--- src/rtl/fetch_pkg.sv ---
// Shared types and constants for the instruction-fetch stage.
// The fetch-queue entry pairs a fetch PC with the instruction read from it.
package fetch_pkg;

    localparam int XLEN_DEF    = 32;
    localparam int ILEN_DEF    = 32;
    localparam int INSTR_BYTES = 4;

    localparam logic [31:0] DEFAULT_RESET_PC = 32'h0000_0000;

    typedef struct packed {
        logic [XLEN_DEF-1:0] pc;
        logic [ILEN_DEF-1:0] instr;
    } fetch_entry_t;

endpackage

--- src/rtl/fetch_fifo.sv ---
// Small synchronous FIFO of fetch entries with a single-cycle flush.
// DEPTH is a power of two, so the read and write pointers wrap without compare logic.
module fetch_fifo
    import fetch_pkg::*;
#(
    parameter int  DEPTH   = 2,
    parameter type entry_t = fetch_entry_t,
    localparam int PW      = $clog2(DEPTH),
    localparam int CW      = $clog2(DEPTH + 1)
) (
    input  logic          clk,
    input  logic          rst,
    input  logic          push,
    input  entry_t        push_data,
    input  logic          pop,
    input  logic          flush,
    output entry_t        head,
    output logic [CW-1:0] count
);

    entry_t        mem_r [DEPTH];
    logic [PW-1:0] wr_ptr_r;
    logic [PW-1:0] rd_ptr_r;
    logic [CW-1:0] count_r;

    // Pointer and occupancy update; flush empties the queue in one cycle.
    always_ff @(posedge clk) begin
        if (rst) begin
            wr_ptr_r <= '0;
            rd_ptr_r <= '0;
            count_r  <= '0;
        end else if (flush) begin
            wr_ptr_r <= '0;
            rd_ptr_r <= '0;
            count_r  <= '0;
        end else begin
            if (push) begin
                wr_ptr_r <= wr_ptr_r + PW'(1);
            end
            if (pop) begin
                rd_ptr_r <= rd_ptr_r + PW'(1);
            end
            case ({push, pop})
                2'b10:   count_r <= count_r + CW'(1);
                2'b01:   count_r <= count_r - CW'(1);
                default: count_r <= count_r;
            endcase
        end
    end

    // Entry storage; stale slots are never visible because the head is masked when empty.
    always_ff @(posedge clk) begin
        if (push && !flush && !rst) begin
            mem_r[wr_ptr_r] <= push_data;
        end
    end

    assign head  = (count_r != '0) ? mem_r[rd_ptr_r] : '0;
    assign count = count_r;

endmodule

--- src/rtl/fetch_unit.sv ---
// Instruction-fetch stage: PC sequencing, one-cycle-latency memory reads, and a
// flushable fetch queue presented to decode with valid/ready backpressure.
module fetch_unit
    import fetch_pkg::*;
#(
    parameter int              XLEN     = 32,
    parameter int              ILEN     = 32,
    parameter logic [XLEN-1:0] RESET_PC = XLEN'(DEFAULT_RESET_PC),
    parameter int              FQ_DEPTH = 2
) (
    input  logic            clk,
    input  logic            rst,
    input  logic            fetch_en,
    input  logic            redirect_valid,
    input  logic [XLEN-1:0] redirect_pc,
    output logic            imem_en,
    output logic [XLEN-1:0] imem_addr,
    input  logic [ILEN-1:0] imem_rdata,
    output logic            out_valid,
    input  logic            out_ready,
    output logic [XLEN-1:0] out_pc,
    output logic [ILEN-1:0] out_instr
);

    localparam int              CW         = $clog2(FQ_DEPTH + 1);
    localparam logic [CW:0]     DEPTH_L    = (CW + 1)'(FQ_DEPTH);
    localparam logic [XLEN-1:0] STEP       = XLEN'(INSTR_BYTES);
    localparam logic [XLEN-1:0] ALIGN_MASK = ~XLEN'(INSTR_BYTES - 1);

    typedef struct packed {
        logic [XLEN-1:0] pc;
        logic [ILEN-1:0] instr;
    } entry_t;

    logic [XLEN-1:0] pc_r;
    logic            inflight_r;
    logic [XLEN-1:0] inflight_pc_r;

    logic            pop_s;
    logic            push_s;
    logic            issue_s;
    logic [CW:0]     occ_s;
    logic [CW-1:0]   fifo_count_s;
    entry_t          head_s;
    entry_t          push_data_s;

    // Issue rule: queue entries plus the outstanding read, less this cycle's pop, must leave room.
    always_comb begin
        pop_s       = (fifo_count_s != '0) & out_ready;
        occ_s       = {1'b0, fifo_count_s} + {{CW{1'b0}}, inflight_r} - {{CW{1'b0}}, pop_s};
        push_s      = inflight_r & ~redirect_valid;
        push_data_s = '{pc: inflight_pc_r, instr: imem_rdata};
        if (rst) begin
            issue_s = 1'b0;
        end else begin
            issue_s = fetch_en & ~redirect_valid & (occ_s < DEPTH_L);
        end
    end

    // PC and in-flight tracking; a redirect kills the outstanding read and retargets fetch.
    always_ff @(posedge clk) begin
        if (rst) begin
            pc_r          <= RESET_PC;
            inflight_r    <= 1'b0;
            inflight_pc_r <= '0;
        end else if (redirect_valid) begin
            pc_r          <= redirect_pc & ALIGN_MASK;
            inflight_r    <= 1'b0;
            inflight_pc_r <= inflight_pc_r;
        end else if (issue_s) begin
            pc_r          <= pc_r + STEP;
            inflight_r    <= 1'b1;
            inflight_pc_r <= pc_r;
        end else begin
            pc_r          <= pc_r;
            inflight_r    <= 1'b0;
            inflight_pc_r <= inflight_pc_r;
        end
    end

    fetch_fifo #(
        .DEPTH   (FQ_DEPTH),
        .entry_t (entry_t)
    ) u_fifo (
        .clk       (clk),
        .rst       (rst),
        .push      (push_s),
        .push_data (push_data_s),
        .pop       (pop_s),
        .flush     (redirect_valid),
        .head      (head_s),
        .count     (fifo_count_s)
    );

    assign imem_en   = issue_s;
    assign imem_addr = pc_r;
    assign out_valid = (fifo_count_s != '0);
    assign out_pc    = head_s.pc;
    assign out_instr = head_s.instr;

endmodule
--- config.mk ---
export PLATFORM = sky130hd
export DESIGN_NAME = fetch_unit
export DESIGN_NICKNAME = d
export VERILOG_FILES = /design/src/rtl/fetch_pkg.sv /design/src/rtl/fetch_fifo.sv /design/src/rtl/fetch_unit.sv
export SDC_FILE = /design/constraint.sdc
export NUM_CORES = 1
export LEC_CHECK = 0
export CAP_MARGIN = 20
export CORE_ASPECT_RATIO = 1.25
export CORE_UTILIZATION = 35
export DETAILED_ROUTE_END_ITERATION = 8
export SLEW_MARGIN = 20
export SYNTH_ARGS = -nofsm -noshare
export SYNTH_HDL_FRONTEND = slang
export SYNTH_HIERARCHICAL = 1
export SYNTH_SLANG_ARGS = --single-unit
--- constraint.sdc ---
create_clock -name clk -period 11.3 [get_ports clk]
set_input_delay 2.26 -clock clk [delete_from_list [all_inputs] [get_ports clk]]
set_output_delay 2.26 -clock clk [all_outputs]
set_load 0.05 [all_outputs]
# Word-level counts from Yosys, hierarchy flattened
# Memories as Yosys holds them, arrays and structs flattened. A register that Yosys moved wholly into a read port is not among the register bits.
# Cells that the tools add are included.
[word_totals]
wordCells = 42
regBits = 69
n_memories = 1
mem_bits_rw = 128
[mem_list]
columns = ["name", "words", "word_bits", "rd", "rd_clocked_by_memory_dff", "wr", "line_no", "source"]
rows = [
  ["u_fifo.mem_r", 2, 64, 1, 1, 1, "fetch_fifo.sv:21", "entry_t mem_r [DEPTH];"],
]
[classes]
n_reduce_logical = 9
magnitude_cmp = 1
n_mux = 10
bitwise_logic = 5
n_eq_ne = 2
addsub = 7
[op_table]
columns = ["op", "count"]
rows = [
  ["$mux W32", 2],
  ["$mux W64", 1],
  ["$add A32 B3 Y32 const B", 1],
  ["$mux W1", 6],
  ["$reduce_bool A2 Y1", 3],
  ["$and A1 B1 Y1", 4],
  ["$pmux W2 S2", 1],
  ["$add A2 B1 Y3", 1],
  ["$lt A3 B2 Y1 const B", 1],
  ["$sub A3 B1 Y3", 1],
  ["$add A1 B1 Y1 const B", 2],
  ["$add A2 B1 Y2 const B", 1],
  ["$eq A2 B1 Y1 const B", 1],
  ["$eq A2 B2 Y1 const B", 1],
  ["$logic_and A1 B1 Y1", 2],
  ["$logic_not A1 Y1", 2],
  ["$reduce_and A2 Y1", 1],
  ["$reduce_or A2 Y1", 1],
  ["$sub A2 B1 Y2 const B", 1],
  ["$not A1 Y1", 1],
]

# Longest topological paths before layout
# Gate-level depths: netlist of run 1.
[depth]
ltp_word = 8
mapped_depth = 13

# By module
# The synthesis of run 1 kept the hierarchy.
[modules_own_cells]
columns = ["mod", "area_each_um2", "seq_area_each_um2", "instances", "cells_each"]
rows = [
  ["fetch_fifo", 5017.3, 3943.8, 1, 291],
  ["fetch_unit", 2964.1, 1221.2, 1, 388],
]

# Worst setup path after synthesis of run 1
# No wires, ideal clock.
[synth_timing]
kind = "input -> register"
startpoint = "in redirect_valid"
endpoint = "mem u_fifo/mem_r[0][0] (netlist name), enable pin"
path_slack_ps = 1435
n_path_buf = 3
required_ps = 10656
stages = 6
arrival_ps = 9220
path_cell_list = "buf_2 > clkbuf_1 > clkbuf_1 > nor2b_1 > inv_1 > nor4_1"
[synth_between]
elab_chain_len = 6
elab_cells_between_ends = 7
cone_classes = "2 x mux; 2 x bitwise; 3 x reduce/logical"
[synth_rtl]
columns = ["element", "line_no", "source"]
rows = [
  ["start, declared", "fetch_unit.sv:14", "input logic redirect_valid,"],
  ["$not A1 Y1 (no source line)", "--", ""],
  ["$and A1 B1 Y1", "fetch_unit.sv:51", "push_s = inflight_r & ~redirect_valid;"],
  ["named net push_s", "fetch_unit.sv:40", "logic push_s;"],
  ["$logic_and A1 B1 Y1 (2 in a row)", "fetch_fifo.sv:53", "if (push && !flush && !rst) begin"],
  ["$mux W1", "fetch_fifo.sv:53", ""],
  ["$mux W1 (implied by the code)", "fetch_fifo.sv:54", "mem_r[wr_ptr_r] <= push_data;"],
  ["end, declared", "fetch_fifo.sv:21", ""],
]
# The timed path passes the listed nets, and every way through them passes these cells.

# Worst setup path after layout of run 1
[layout_timing]
startpoint = "in out_ready"
endpoint = "out imem_en"
[layout_between]
elab_chain_len = 5
[layout_rtl]
columns = ["element", "line_no", "source"]
rows = [
  ["start, declared", "fetch_unit.sv:20", "input logic out_ready,"],
  ["$and A1 B1 Y1", "fetch_unit.sv:49", "pop_s = (fifo_count_s != '0) & out_ready;"],
  ["named net pop_s", "fetch_unit.sv:39", "logic pop_s;"],
  ["$sub A3 B1 Y3", "fetch_unit.sv:50", "occ_s = {1'b0, fifo_count_s} + {{CW{1'b0}}, inflight_r} - {{CW{1'b0}}, pop_s};"],
  ["$lt A3 B2 Y1", "fetch_unit.sv:56", "issue_s = fetch_en & ~redirect_valid & (occ_s < DEPTH_L);"],
  ["$and A1 B1 Y1", "fetch_unit.sv:56", ""],
  ["$mux W1", "fetch_unit.sv:53", "if (rst) begin"],
  ["end, declared", "fetch_unit.sv:16", "output logic imem_en,"],
]
# The timed path passes the listed nets, and every way through them passes these cells.

==> results of run 1 <==
-- routing by layer --
layer	share of wire (%)	routed length (um)
met1	42	7590
met4	0.71	129
met2	53	9600
met3	4.5	816
met5	0	0
-- logic make-up (layout without fill, tap and decap cells) --
| kind of cell | count (synthesis) | count (layout) | synth area share [%] |
|---|---|---|---|
| other cells | 1 | 6 | 0.0470 |
| buf+inv | 49 | 210 | 2.93 |
| flops | 194 | 194 | 64.7 |
| xor+xnor | 11 | 11 | 1.21 |
| fa+ha+maj | 4 | 4 | 0.721 |
| mux | 72 | 72 | 9.11 |
| compound gates | 98 | 98 | 6.99 |
| simple gates | 250 | 250 | 14.3 |
-- state kept, by name, summed over array words and instances (netlist names), named ones only --
name / cells
inflight_r: 1
imem_addr: 30
u_fifo/mem_r: 128
inflight_pc_r: 30
u_fifo/rd_ptr_r: 1
u_fifo/wr_ptr_r: 1
u_fifo/count: 2
-- cell usage in the layout (no fill, tap or decap), types with 13 or more instances in the layout --
cell             instances
clkdlybuf4s50_1        160
a21oi_1                 55
dfxtp_1                 65
nand4_1                 13
nor2_1                  81
nand2_1                 92
o21ai_0                 16
edfxtp_1               128
mux2i_1                 67
clkbuf_16               18
-- power by group --
| part | leakage, uW | switching (uW) | internal [uW] |
|---|---|---|---|
| sequential | 0.00174 | 14.3 | 761 |
| combinational | 0.00129 | 66.1 | 46.9 |
| clock | 0.000283 | 274 | 309 |
| total | 0.00331 | 354 | 1120 |
-- worst max-delay path, cell delays in order --
cell             delay, ps
clkdlybuf4s50_1        470
and2_1                 200
ha_1                   250
nand2b_1               150
fa_1                   510
nor4bb_1               410
nand2_2                670
inv_1                  280
clkdlybuf4s50_1        840
-- cells in the mapped netlist, types with 4 or more instances --
library cell	count
mux2_2	4
nor2_1	81
o21ai_0	16
buf_4	8
a22oi_1	6
xor2_1	7
edfxtp_1	128
or3_1	7
and3_1	5
nand2b_1	5
nand4_1	13
buf_2	10
o22ai_1	5
nand2_1	93
nor4_1	6
xnor2_1	4
clkbuf_1	17
nor3_1	10
mux2i_1	67
dfxtp_1	66
inv_1	10
a21oi_1	55
nand3_1	6
nor2b_1	10
a31oi_1	5
-- worst min path at each step --
| stage | from | endpoint | slack (ps) | cells past startpoint |
|---|---|---|---|---|
| 2_1_floorplan | inflight_pc_r[2]$_SDFFE_PP0P_ | u_fifo/mem_r[0][34]$_DFFE_PP_ | 430 | 0 |
| 3_3_place_gp | inflight_pc_r[7]$_SDFFE_PP0P_ | u_fifo/mem_r[0][39]$_DFFE_PP_ | 430 | 0 |
| 3_5_place_dp | inflight_pc_r[31]$_SDFFE_PP0P_ | u_fifo/mem_r[0][63]$_DFFE_PP_ | 440 | 0 |
| 4_1_cts | inflight_pc_r[31]$_SDFFE_PP0P_ | u_fifo/mem_r[0][63]$_DFFE_PP_ | 450 | 0 |
| 5_1_grt | inflight_pc_r[31]$_SDFFE_PP0P_ | u_fifo/mem_r[0][63]$_DFFE_PP_ | 460 | 0 |
| 6_report | inflight_pc_r[31]$_SDFFE_PP0P_ | u_fifo/mem_r[0][63]$_DFFE_PP_ | 450 | 0 |
-- metrics by stage --
step                setup WS, ps  total power, uW  util [%]  hold slack, ps
global placement            3020              904      44.1             431
finish                      2980             1470      46.8             451
detailed placement          2960              906      44.1             438
floorplan                   1440              852         -             425
CTS                         2940             1490      46.7             455
global route                2750             1530      46.8             463
-- cell type report --
cell class,count,area share (%)
inverters,10,0.360
flip-flops and latches,194,49.6
well taps,283,3.40
clock buffers,19,4.45
repair buffers,168,15.9
clock inverters,13,1.10
multi-input cells,441,25.2
==> flow_summary.toml, run 1 <==
[outcome]
outcome = "finished, final reports clean"

[power_and_ir_drop]
p_per_area_nw_per_um2 = 141
ir_drop_v = 0.000102
p_leak_uw = 0.00331

[sta]
rsz0062_at_grt = "false"
min_period_over_period_pct = 73.7
skew_ps = 12.0
fin_tns_setup_ps = 0
slew_headroom_pct = 31.6
timing.fmax_mhz = 120
period_minus_slack_ps = 8320
finalSetupViolCount = 0
finalMaxSlewViolations = 0
worstMarginPinSlew_ps = 1020
hold_viol = 0

[setup_path]
worstPathRequired_ps = 9040
worstSetupPathType = "input port to output pin"
cp-endpoint = "imem_en"
worstSetupStartpointType = "input port"
cp.arrival_ps = 6060
r2r_end = "imem_addr[26]$_SDFFE_PP0P_"
reg2reg_slack_ps = 6740
reg2regPathDepth = 12
startpoint = "out_ready"
cp_max_fo = 50
cp-end-kind = "output pin"
rr_startpoint = "u_fifo/count[1]$_SDFFE_PP0P_"

[logic_synthesis]
synth_area_leaders = "edfxtp_1 48%, dfxtp_1 17%, mux2i_1 8.4%"
async_reset_ff_share_pct = 0
synth_top_area_share_pct = 48.2
ys_seq_elements = 194
syn_area_per_cell_sq_um = 11.8
synth_largest_area_cell = "edfxtp_1"
ys_seq_area_share_pct = 64.7
yosys_warnings = 6
netlist_area_sq_um = 7980
synth_edf_count = 128
synthCells = 679
synthFlopType = "edfxtp_1"
ys_types = 50

[routing]
wl_per_cell_um = 16.1
vias = 5547
drc = 0
avgViaCountPerCell = 4.92
finalWirelength_um = 18100
drtIter0Drc = 297
dr.pass1.iters = 5
ant_nets = 0

[floorplanning]
rows = 61
die_area_sq_um = 23400
pin_count = 167
die_x_um = 137
fp.dieH_um = 171
core_sq_um = 22300
start_util_pct = 35.8

[clocking]
clockRootBuffer = "clkbuf_16"
clk_latency_ps = 430
cts_resized = 0
h-tree-depth = 4
cts_setup_buffers = 0
clk_pin_slew_ps = 70
cts_hold_buf = 0
tritoncts = "yes"
cts_buffer_depth = 2
cts_buffers = 17
clock-sinks = 194

[final_layout]
stdcell_count = 1128
multi_input_area_sq_um = 2630
fin_nets = 905
regArea_sq_um = 5170
layout-drive-gt1-share_pct = 6.04
num_antenna_cells = 0
fillers = 2098
fin_area_sq_um = 10400
area_delta_synth_final_pct = 30.6

[global_route]
grt-ovfl-total = 0
grt_pass1_vias = 5264
gr-usage-met1_pct = 19.4
use_met3_pct = 3.53
antenna_found_initial = 0
met2_usage_pct = 27.8
grt_max_degree = 69
grt_pass1_wl_um = 28200
grt_util_all_layers_pct = 15.9
grt-busiest-layer = "met2"

[placement]
place_inst = 1096
placed_area_sq_um = 9840
portBuffers = 162
hpwl_um = 11400
place_congestion = 0.764

[flow_run]
maxCapViolations = 0

[hold_path]
hold_path_class = "flop to flop"
Power figures use the tool's default switching activity.
==> inputs of run 2 (changes only) <==
==> constraint.sdc (replaced) <==
create_clock -name clk -period 7.85 [get_ports clk]
set_input_delay 1.57 -clock clk [delete_from_list [all_inputs] [get_ports clk]]
set_output_delay 1.57 -clock clk [all_outputs]
set_load 0.05 [all_outputs]
==> run 2 against run 1 <==
  * Clock power increased by 40%
  * Critical path type unchanged
  * Die area unchanged
  * Worst hold slack barely moved
  * Combinational power increased by 45%
  * Clock skew is 1.8 ps lower
  * Via count rose by 0.32%
  * Register-to-register slack worse by 2700 ps
  * First-iteration DRC count up 5.1%
  * Largest cell class unchanged
==> flow_summary.toml, run 2 (same netlist as run 1, synthesis figures left out) <==
[placement]
place_congestion = 0.741
portBuffers = 162
hpwl_um = 11200

[sta]
hold_viol = 0
period_minus_slack_ps = 5510
timing.fmax_mhz = 182
min_period_over_period_pct = 70.2
worstMarginPinSlew_ps = 979
fin_tns_setup_ps = 0
slew_headroom_pct = 34.8
finalMaxSlewViolations = 0
skew_ps = 10.2
finalSetupViolCount = 0
rsz0062_at_grt = "false"

[hold_path]
hold_path_class = "flop to flop"

[global_route]
grt_pass1_wl_um = 28500
grt-busiest-layer = "met2"
grt_max_degree = 69
gr-usage-met1_pct = 19.8
use_met3_pct = 3.29
grt-ovfl-total = 0
met2_usage_pct = 27.4
grt_util_all_layers_pct = 16.0
antenna_found_initial = 0
grt_pass1_vias = 5393

[final_layout]
largest_reg_flops = 128
fin_nets = 907
area_delta_synth_final_pct = 30.7
layout_commonest_cell = "clkdlybuf4s50_1"
final_cell_mix = "159 x clkdlybuf4s50_1, 128 x edfxtp_1, 92 x nand2_1, 81 x nor2_1, 67 x mux2i_1"
num_antenna_cells = 0
layout-drive-gt1-share_pct = 6.38
top_register = "u_fifo/mem_r"

[flow_run]
maxCapViolations = 0

[setup_path]
reg2reg_slack_ps = 4040
startpoint = "out_ready"
cp.arrival_ps = 3940
cp-endpoint = "imem_en"
cp_max_fo = 3
reg2regPathDepth = 12
worstPathRequired_ps = 6280
r2r_end = "imem_addr[26]$_SDFFE_PP0P_"
rr_startpoint = "u_fifo/count[1]$_SDFFE_PP0P_"
cp-end-kind = "output pin"
worstSetupPathType = "input port to output pin"
worstSetupStartpointType = "input port"

[routing]
wl_per_cell_um = 16.1
finalWirelength_um = 18200
avgViaCountPerCell = 4.92
drc = 0
ant_nets = 0
drtIter0Drc = 312
vias = 5565
dr.pass1.iters = 4

[floorplanning]
pin_count = 167
rows = 61
start_util_pct = 35.8
die_area_sq_um = 23400
die_x_um = 137
core_sq_um = 22300
fp.dieH_um = 171

[clocking]
h-tree-depth = 4
tritoncts = "yes"
cts_resized = 0
cts_buffers = 17
cts_buffer_depth = 2
cts_setup_buffers = 0
clockRootBuffer = "clkbuf_16"
cts_hold_buf = 0
clk_latency_ps = 430
clk_pin_slew_ps = 70
clock-sinks = 194

[power_and_ir_drop]
ir_drop_v = 0.000153
power.total_uw = 2100
p_leak_uw = 0.00332
p_per_area_nw_per_um2 = 201

[outcome]
outcome = "finished, final reports clean"
-- run 2: layout make-up --
| type | instances | area, sq um |
|---|---|---|
| fill | 2072 | 11900 |
| inverter | 10 | 37.5 |
| sequential | 194 | 5170 |
| tap | 283 | 354 |
| timing repair buffer | 170 | 1680 |
| multi-input combinational | 441 | 2630 |
| clock inverter | 14 | 120 |
| clock buffer | 18 | 439 |
-- run 2: power breakdown --
part           internal, uW  leakage (uW)  switching, uW  total (uW)
clock network           426      0.000282            391         817
registers              1100       0.00174           21.0        1120
logic                  68.1       0.00130           95.4         164
-- run 2: routing by layer --
| layer | up-vias | wire [um] |
|---|---|---|
| li1 | 2748 | - |
| met4 | 0 | 295 |
| met1 | 2646 | 7850 |
| met5 | - | 0 |
| met3 | 20 | 872 |
| met2 | 151 | 9170 |
-- run 2: critical path, cell delays in order --
cell and delay [ps]:
clkdlybuf4s50_1 450, and2_1 210, ha_1 250, nand2b_1 150
fa_1 500, nor4bb_1 400, nand2_2 110, inv_1 140
buf_12 150
-- run 2: metrics by stage --
step | std cells | area, sq um | util (%) | hold WS (ps) | setup WS (ps)
floorplan | 684 | 8010 | - | 425 | 1360
global placement | 1098 | 9870 | 44.3 | 431 | 2350
CTS | 1130 | 10400 | 46.8 | 454 | 2300
detailed placement | 1098 | 9870 | 44.3 | 436 | 2350
global route | 1130 | 10400 | 46.8 | 469 | 2160
finish | 1130 | 10400 | 46.8 | 451 | 2340
-- run 2: worst min path at each step --
stage / to / slack (ps) / depth (start not counted) / startpoint
6_report: u_fifo/mem_r[1][52]$_DFFE_PP_ / 450 / 0 / inflight_pc_r[20]$_SDFFE_PP0P_
5_1_grt: u_fifo/mem_r[1][42]$_DFFE_PP_ / 470 / 0 / inflight_pc_r[10]$_SDFFE_PP0P_
4_1_cts: u_fifo/mem_r[0][49]$_DFFE_PP_ / 450 / 0 / inflight_pc_r[17]$_SDFFE_PP0P_
3_5_place_dp: u_fifo/mem_r[1][41]$_DFFE_PP_ / 440 / 0 / inflight_pc_r[9]$_SDFFE_PP0P_
3_3_place_gp: u_fifo/mem_r[0][52]$_DFFE_PP_ / 430 / 0 / inflight_pc_r[20]$_SDFFE_PP0P_
2_1_floorplan: u_fifo/mem_r[0][34]$_DFFE_PP_ / 430 / 0 / inflight_pc_r[2]$_SDFFE_PP0P_
